[src/rtl/vga_scanout.sv]
// vga_scanout -- raster timing generator and registered pixel output stage.
//
// Walks an x/y scan position across the full raster (active + porches + sync)
// one step per pix_en strobe. Renderers use x/y/video_on to produce a merged
// colour on rgb_in, which is blanked outside the active area and registered
// together with hsync/vsync, so all three DAC signals share one pixel of
// latency. frame_tick pulses once per frame on entry to vertical blanking.
//
// Ports:
//   clk, rst_n   clock, synchronous active-low reset
//   pix_en       pixel strobe; nothing advances while low
//   rgb_in       12-bit colour for the current x/y (combinational from renderers)
//   x, y         current scan position
//   video_on     x/y lie inside the visible area (combinational)
//   vga_rgb      registered colour {R,G,B}, zero while blanked
//   hsync, vsync registered sync outputs, polarity set by HS_POL/VS_POL
//   frame_tick   one-clk pulse when scan enters line V_ACTIVE
module vga_scanout #(
    parameter int H_ACTIVE = 1024,
    parameter int H_FP     = 24,
    parameter int H_SYNC   = 136,
    parameter int H_BP     = 160,
    parameter int V_ACTIVE = 768,
    parameter int V_FP     = 3,
    parameter int V_SYNC   = 6,
    parameter int V_BP     = 29,
    parameter bit HS_POL   = 1'b0,
    parameter bit VS_POL   = 1'b0
) (
    input  logic        clk,
    input  logic        rst_n,
    input  logic        pix_en,
    input  logic [11:0] rgb_in,
    output logic [10:0] x,
    output logic [9:0]  y,
    output logic        video_on,
    output logic [11:0] vga_rgb,
    output logic        hsync,
    output logic        vsync,
    output logic        frame_tick
);

    localparam logic [10:0] H_ACT   = 11'(H_ACTIVE);
    localparam logic [10:0] HS_BEG  = 11'(H_ACTIVE + H_FP);
    localparam logic [10:0] HS_END  = 11'(H_ACTIVE + H_FP + H_SYNC);
    localparam logic [10:0] H_LAST  = 11'(H_ACTIVE + H_FP + H_SYNC + H_BP - 1);
    localparam logic [9:0]  V_ACT   = 10'(V_ACTIVE);
    localparam logic [9:0]  VS_BEG  = 10'(V_ACTIVE + V_FP);
    localparam logic [9:0]  VS_END  = 10'(V_ACTIVE + V_FP + V_SYNC);
    localparam logic [9:0]  V_LAST  = 10'(V_ACTIVE + V_FP + V_SYNC + V_BP - 1);
    localparam logic [9:0]  V_ACT_L = 10'(V_ACTIVE - 1);

    logic line_end;
    logic frame_end;
    logic hs_act;
    logic vs_act;
    logic tick_pos;

    always_comb begin
        video_on  = (x < H_ACT) && (y < V_ACT);
        line_end  = (x == H_LAST);
        frame_end = line_end && (y == V_LAST);
        hs_act    = (x >= HS_BEG) && (x < HS_END);
        vs_act    = (y >= VS_BEG) && (y < VS_END);
        // Last pixel of the last visible line: the next step enters blanking.
        tick_pos  = line_end && (y == V_ACT_L);
    end

    always_ff @(posedge clk) begin
        if (!rst_n) begin
            x          <= '0;
            y          <= '0;
            vga_rgb    <= '0;
            hsync      <= !HS_POL;
            vsync      <= !VS_POL;
            frame_tick <= 1'b0;
        end else begin
            // Pulse is one clk wide even when pix_en stays high or low.
            frame_tick <= 1'b0;
            if (pix_en) begin
                // Outputs come from the pre-increment position so colour
                // and sync stay aligned after the one-pixel register.
                vga_rgb    <= video_on ? rgb_in : 12'h000;
                hsync      <= hs_act ? HS_POL : !HS_POL;
                vsync      <= vs_act ? VS_POL : !VS_POL;
                frame_tick <= tick_pos;
                if (frame_end) begin
                    x <= '0;
                    y <= '0;
                end else if (line_end) begin
                    x <= '0;
                    y <= y + 10'd1;
                end else begin
                    x <= x + 11'd1;
                end
            end
        end
    end

endmodule

[config.mk]
export PLATFORM = sky130hd
export DESIGN_NAME = vga_scanout
export DESIGN_NICKNAME = d
export VERILOG_FILES = /design/src/rtl/vga_scanout.sv
export SDC_FILE = /design/constraint.sdc
export NUM_CORES = 1
export LEC_CHECK = 0
export ABC_AREA = 0
export CAP_MARGIN = 10
export CORE_UTILIZATION = 46
export DETAILED_ROUTE_END_ITERATION = 12
export PLACE_DENSITY_LB_ADDON = 0.12
export SLEW_MARGIN = 0
export SYNTH_ARGS = -nofsm -noshare
export SYNTH_HDL_FRONTEND = slang
export SYNTH_SLANG_ARGS = --single-unit
[constraint.sdc]
create_clock -name clk -period 3.05 [get_ports clk]
set_clock_uncertainty 0.1 [all_clocks]
set_input_delay 0.7625 -clock clk [delete_from_list [all_inputs] [get_ports clk]]
set_output_delay 0.7625 -clock clk [all_outputs]
set_load 0.01 [all_outputs]
# == Word level (Yosys, flattened, before mapping) ==
# Index checks and enable logic that the tools add are counted.
# totals
ff_bits,36
inputBits,15
wordCells,32
# op_classes
addsub,2
n_lt_le_gt_ge,6
n_eq_ne,3
mux,7
n_reduce_logical,8
# ops
operator,count
11-bit less-than comparator (second input constant),2
11-bit 2-to-1 mux,2
10-bit equality test (second input constant),2
10-bit less-than comparator (second input constant),2
10-bit 2-to-1 mux,2
12-bit 2-to-1 mux,1
11-bit by 1-bit adder with 11-bit output (second input constant),1
11-bit equality test (second input constant),1
11-bit >= comparator (second input constant),1
10-bit by 1-bit adder with 10-bit output (second input constant),1
10-bit >= comparator (second input constant),1
1-bit logical AND,5
2-bit AND reduction,2
1-bit 2-to-1 mux,2
2-bit nonzero test,1

# == Logic depth before layout (Yosys ltp) ==
# depth
word_depth,4
mapped_depth,6
ltp_nobuf,6

# == Least setup slack after synthesis ==
# OpenSTA, ideal clock, no wires.
# synth_timing
path_kind,input-to-reg
from,input pix_en
to,register y[8]
setup_ns,0.073
arrival_ns,2.393
required_time_ns,2.877
path_slack_ns,0.484
stages,6
path_buffers,2
cell_sequence,clkbuf_1 -> nand3_1 -> or4_1 -> buf_2 -> or4_1 -> a21oi_1
# synth_via
elab_chain_cells,1
# synth_rtl
item,line_no,source
from (decl),32,"input logic pix_en,"
2-bit AND reduction (no line),--,
to (signal assigned),92,y <= y + 10'd1;
to (decl),35,"output logic [9:0] y,"
# Every way passes these cells.
# A chain may end at the register's enable or synchronous reset.

# == Worst setup path after layout ==
# layout_timing
from,input pix_en
to,register y[9]
# Same word-level chain as after synthesis.

==> results.json <==
{
  "clk_path_buf_depth": 2,
  "viasPerCell": 5.27,
  "status": "finished, final reports clean",
  "vias": 1576,
  "grt_usage_pct": 21.0,
  "drc": 0,
  "routed_wl_mm": 3.95,
  "synth_fa_ha_area_share_pct": 3.63,
  "cts.clk_slew.worst_paths_ns": 0.07,
  "core_um2": 3470,
  "grt_max_degree": 35,
  "worstReg2RegStart": "x[0]$_SDFFE_PN0P_",
  "yosysTopAreaCellShare_pct": 41.9,
  "drv_slew": 0,
  "start_util_pct": 49.6,
  "numCtsBuffers": 5,
  "place_congestion": 0.834,
  "path_buf_inv": 1,
  "h-tree-depth": 2,
  "dr.pass1.iters": 4,
  "slowest_stage": "or4_1",
  "nFillCells": 303,
  "cts_tree": "done",
  "avgSynthCellArea_um2": 8.61,
  "rsz0062_at_grt": "false",
  "maxSlewHeadroom_pct": 66.6,
  "final_cell_mix": "clkdlybuf4s50_1, dfxtp_1, nand3_1",
  "arrival_ns": 2.71,
  "drive_gt1_share_pct": 5.93,
  "fp.dieH_um": 63.2,
  "cts-root-buf": "clkbuf_8",
  "die_x_um": 63.2,
  "port_buffers": 51,
  "syn_inst": 200,
  "crit_chain": "clkdlybuf4s50_1 > nand3_1 > or4_1 > or4_1 > a21oi_1",
  "worst_ir_drop_vdd_mv": 0.294,
  "synth.distinct_cells": 39,
  "synth_xor_area_share_pct": 5.60,
  "whs_path_depth": 2,
  "final_util_pct": 69.1,
  "placementRows": 21,
  "leakage_uw": 0.000803,
  "r2r-end": "y[9]$_SDFFE_PN0P_",
  "crit_family": "simple AND/OR/NAND/NOR gates",
  "setup_violations": 0,
  "syn_to_final_growth_pct": 39.2,
  "r2r_cells": 5,
  "synthTopCellsByArea": "dfxtp_1, a21boi_0, nand2b_1",
  "worst_pin_slew_ns": 0.495,
  "antenna_found_initial": 0,
  "first_iter_violations": 75,
  "whs_endpoint": "vga_rgb[10]$_SDFFE_PN0P_",
  "wl_per_cell_um": 13.2,
  "clock_sinks": 36,
  "endpoint_kind": "flop",
  "insertion_delay_ns": 0.28,
  "hold_path.startpoint": "vga_rgb[10]$_SDFFE_PN0P_",
  "hold_path.class": "reg2reg",
  "grt_pass1_vias": 1507,
  "cp_max_fo": 7,
  "grt_pass1_wl_mm": 6.80,
  "fin_tns_setup_ns": 0,
  "crit_type": "in2reg",
  "syn-num-nets": 220,
  "crit_top_cell": "or4_1",
  "dp_hpwl_mm": 2.72,
  "powerDensity_nw_per_um2": 408,
  "cts_setup_buffers": 0,
  "hold_viol_final": 0,
  "start_kind": "primary input",
  "grt-ovfl-total": 0,
  "synth-seq-cells": 36,
  "yosys_warnings": 0,
  "fmaxAchievable_mhz": 385,
  "synth_area_um2": 1720,
  "nets": 272,
  "holdBufCountCts": 0,
  "final_common_cell": "clkdlybuf4s50_1",
  "fin_crit_ns": 2.60,
  "cp_slowest_stage_delay_ns": 0.69,
  "cts_resized": 0,
  "synth_top_family_by_area": "simple AND/OR/NAND/NOR gates",
  "cap_violations": 0,
  "synth_compound_gate_area_share_pct": 12.3,
  "dieArea_um2": 3990,
  "critPathRequiredTime_ns": 3.16,
  "synth.area.mux_share_pct": 1.74,
  "diodes": 0,
  "detail-route-antenna-nets": 0,
  "yosysSeqAreaShare_pct": 41.9,
  "min_period_over_period_pct": 85.3,
  "pin_count": 52,
  "yosysTopAreaCell": "dfxtp_1",
  "ff2ff_setup_slack_ns": 0.75,
  "synth_simple_gate_area_share_pct": 30.2
}
[worst max-delay path by stage]
| stage | startpoint | end | slack [ns] | depth (start not counted) |
|---|---|---|---|---|
| final | pix_en | y[9]$_SDFFE_PN0P_ | 0.45 | 5 |
| after detailed placement | pix_en | y[9]$_SDFFE_PN0P_ | 0.22 | 5 |
| after global placement | pix_en | y[9]$_SDFFE_PN0P_ | 0.24 | 5 |
| after floorplan | pix_en | y[8]$_SDFFE_PN0P_ | 0.48 | 6 |
| after CTS | pix_en | y[9]$_SDFFE_PN0P_ | 0.47 | 5 |
| after global routing | pix_en | y[9]$_SDFFE_PN0P_ | 0.40 | 5 |
[cell families (layout without fill, tap and decap cells)]
logic type	Yosys count	count (layout)
compound gates	32	32
xor+xnor	11	11
fa+ha+maj	5	5
buf+inv	21	74
flops	36	36
mux	3	3
simple gates	92	92
[state kept, by name (all words and copies together) (netlist names)]
register / flops
vga_rgb: 12
x: 11
y: 10
frame_tick: 1
hsync: 1
vsync: 1
[worst register-to-register path, delay by kind of cell, from the launching register on]
kind	cells	cell delay [ns]
and+or+nand+nor	3	1.33
adders and majority gates	1	0.24
AOI/OAI and AO/OA	1	0.16
DFF	1	0.40
[routing by layer]
metal	global-route usage, %	vias to the layer above	routed length [um]
met1	27.5	714	1930
met2	33.7	51	1740
li1	-	806	-
met4	7.95	0	48
met5	0	-	0
met3	4.53	5	228
[cell usage after synthesis]
cell type and n:
dfxtp_1 36, nand3_1 17, nand2b_1 14, nor2_1 14, a21boi_0 12, nand2_1 11, clkbuf_1 10, inv_1 9
xnor2_1 9, o21ai_0 7, and2_1 5, ha_1 5, nor3_1 5, a21oi_1 4, nand4_1 4, or4_1 4
mux2i_1 3, nand4b_1 3, nor4_1 3, and4_1 2, o22ai_1 2, o31ai_1 2, or3_1 2, xor2_1 2
a2111oi_0 1, a211oi_1 1, a31oi_1 1, and4b_1 1, buf_1 1, buf_2 1, nand3b_1 1, nand4bb_1 1
nor2b_1 1, nor3b_1 1, o211ai_1 1, o41ai_1 1, or2_2 1, or3b_2 1, or4b_1 1
[layout make-up]
class	count	area, um^2	share of cell area [%]
inverter	9	33.8	1.41
multi-input combinational	143	921	38.4
clock buffer	6	72.6	3.03
clock inverter	2	35.0	1.46
timing repair buffer	57	556	23.2
sequential	36	721	30.1
tap	46	57.6	2.40
[power breakdown]
| group | internal, uW | switching, uW |
|---|---|---|
| registers | 480 | 6.75 |
| logic | 48.7 | 33.0 |
| clock network | 243 | 167 |
[through the flow]
step	cell area [um^2]	setup slack, ns	hold slack [ns]	total power, uW	instances
3_3_place_gp	2290	0.241	0.364	579	291
4_1_cts	2400	0.470	0.383	985	299
6_report	2400	0.449	0.378	978	299
5_1_grt	2400	0.403	0.414	1020	299
2_1_floorplan	1720	0.484	0.398	533	200
3_5_place_dp	2290	0.221	0.371	580	291
Power figures use the tool's default switching activity.
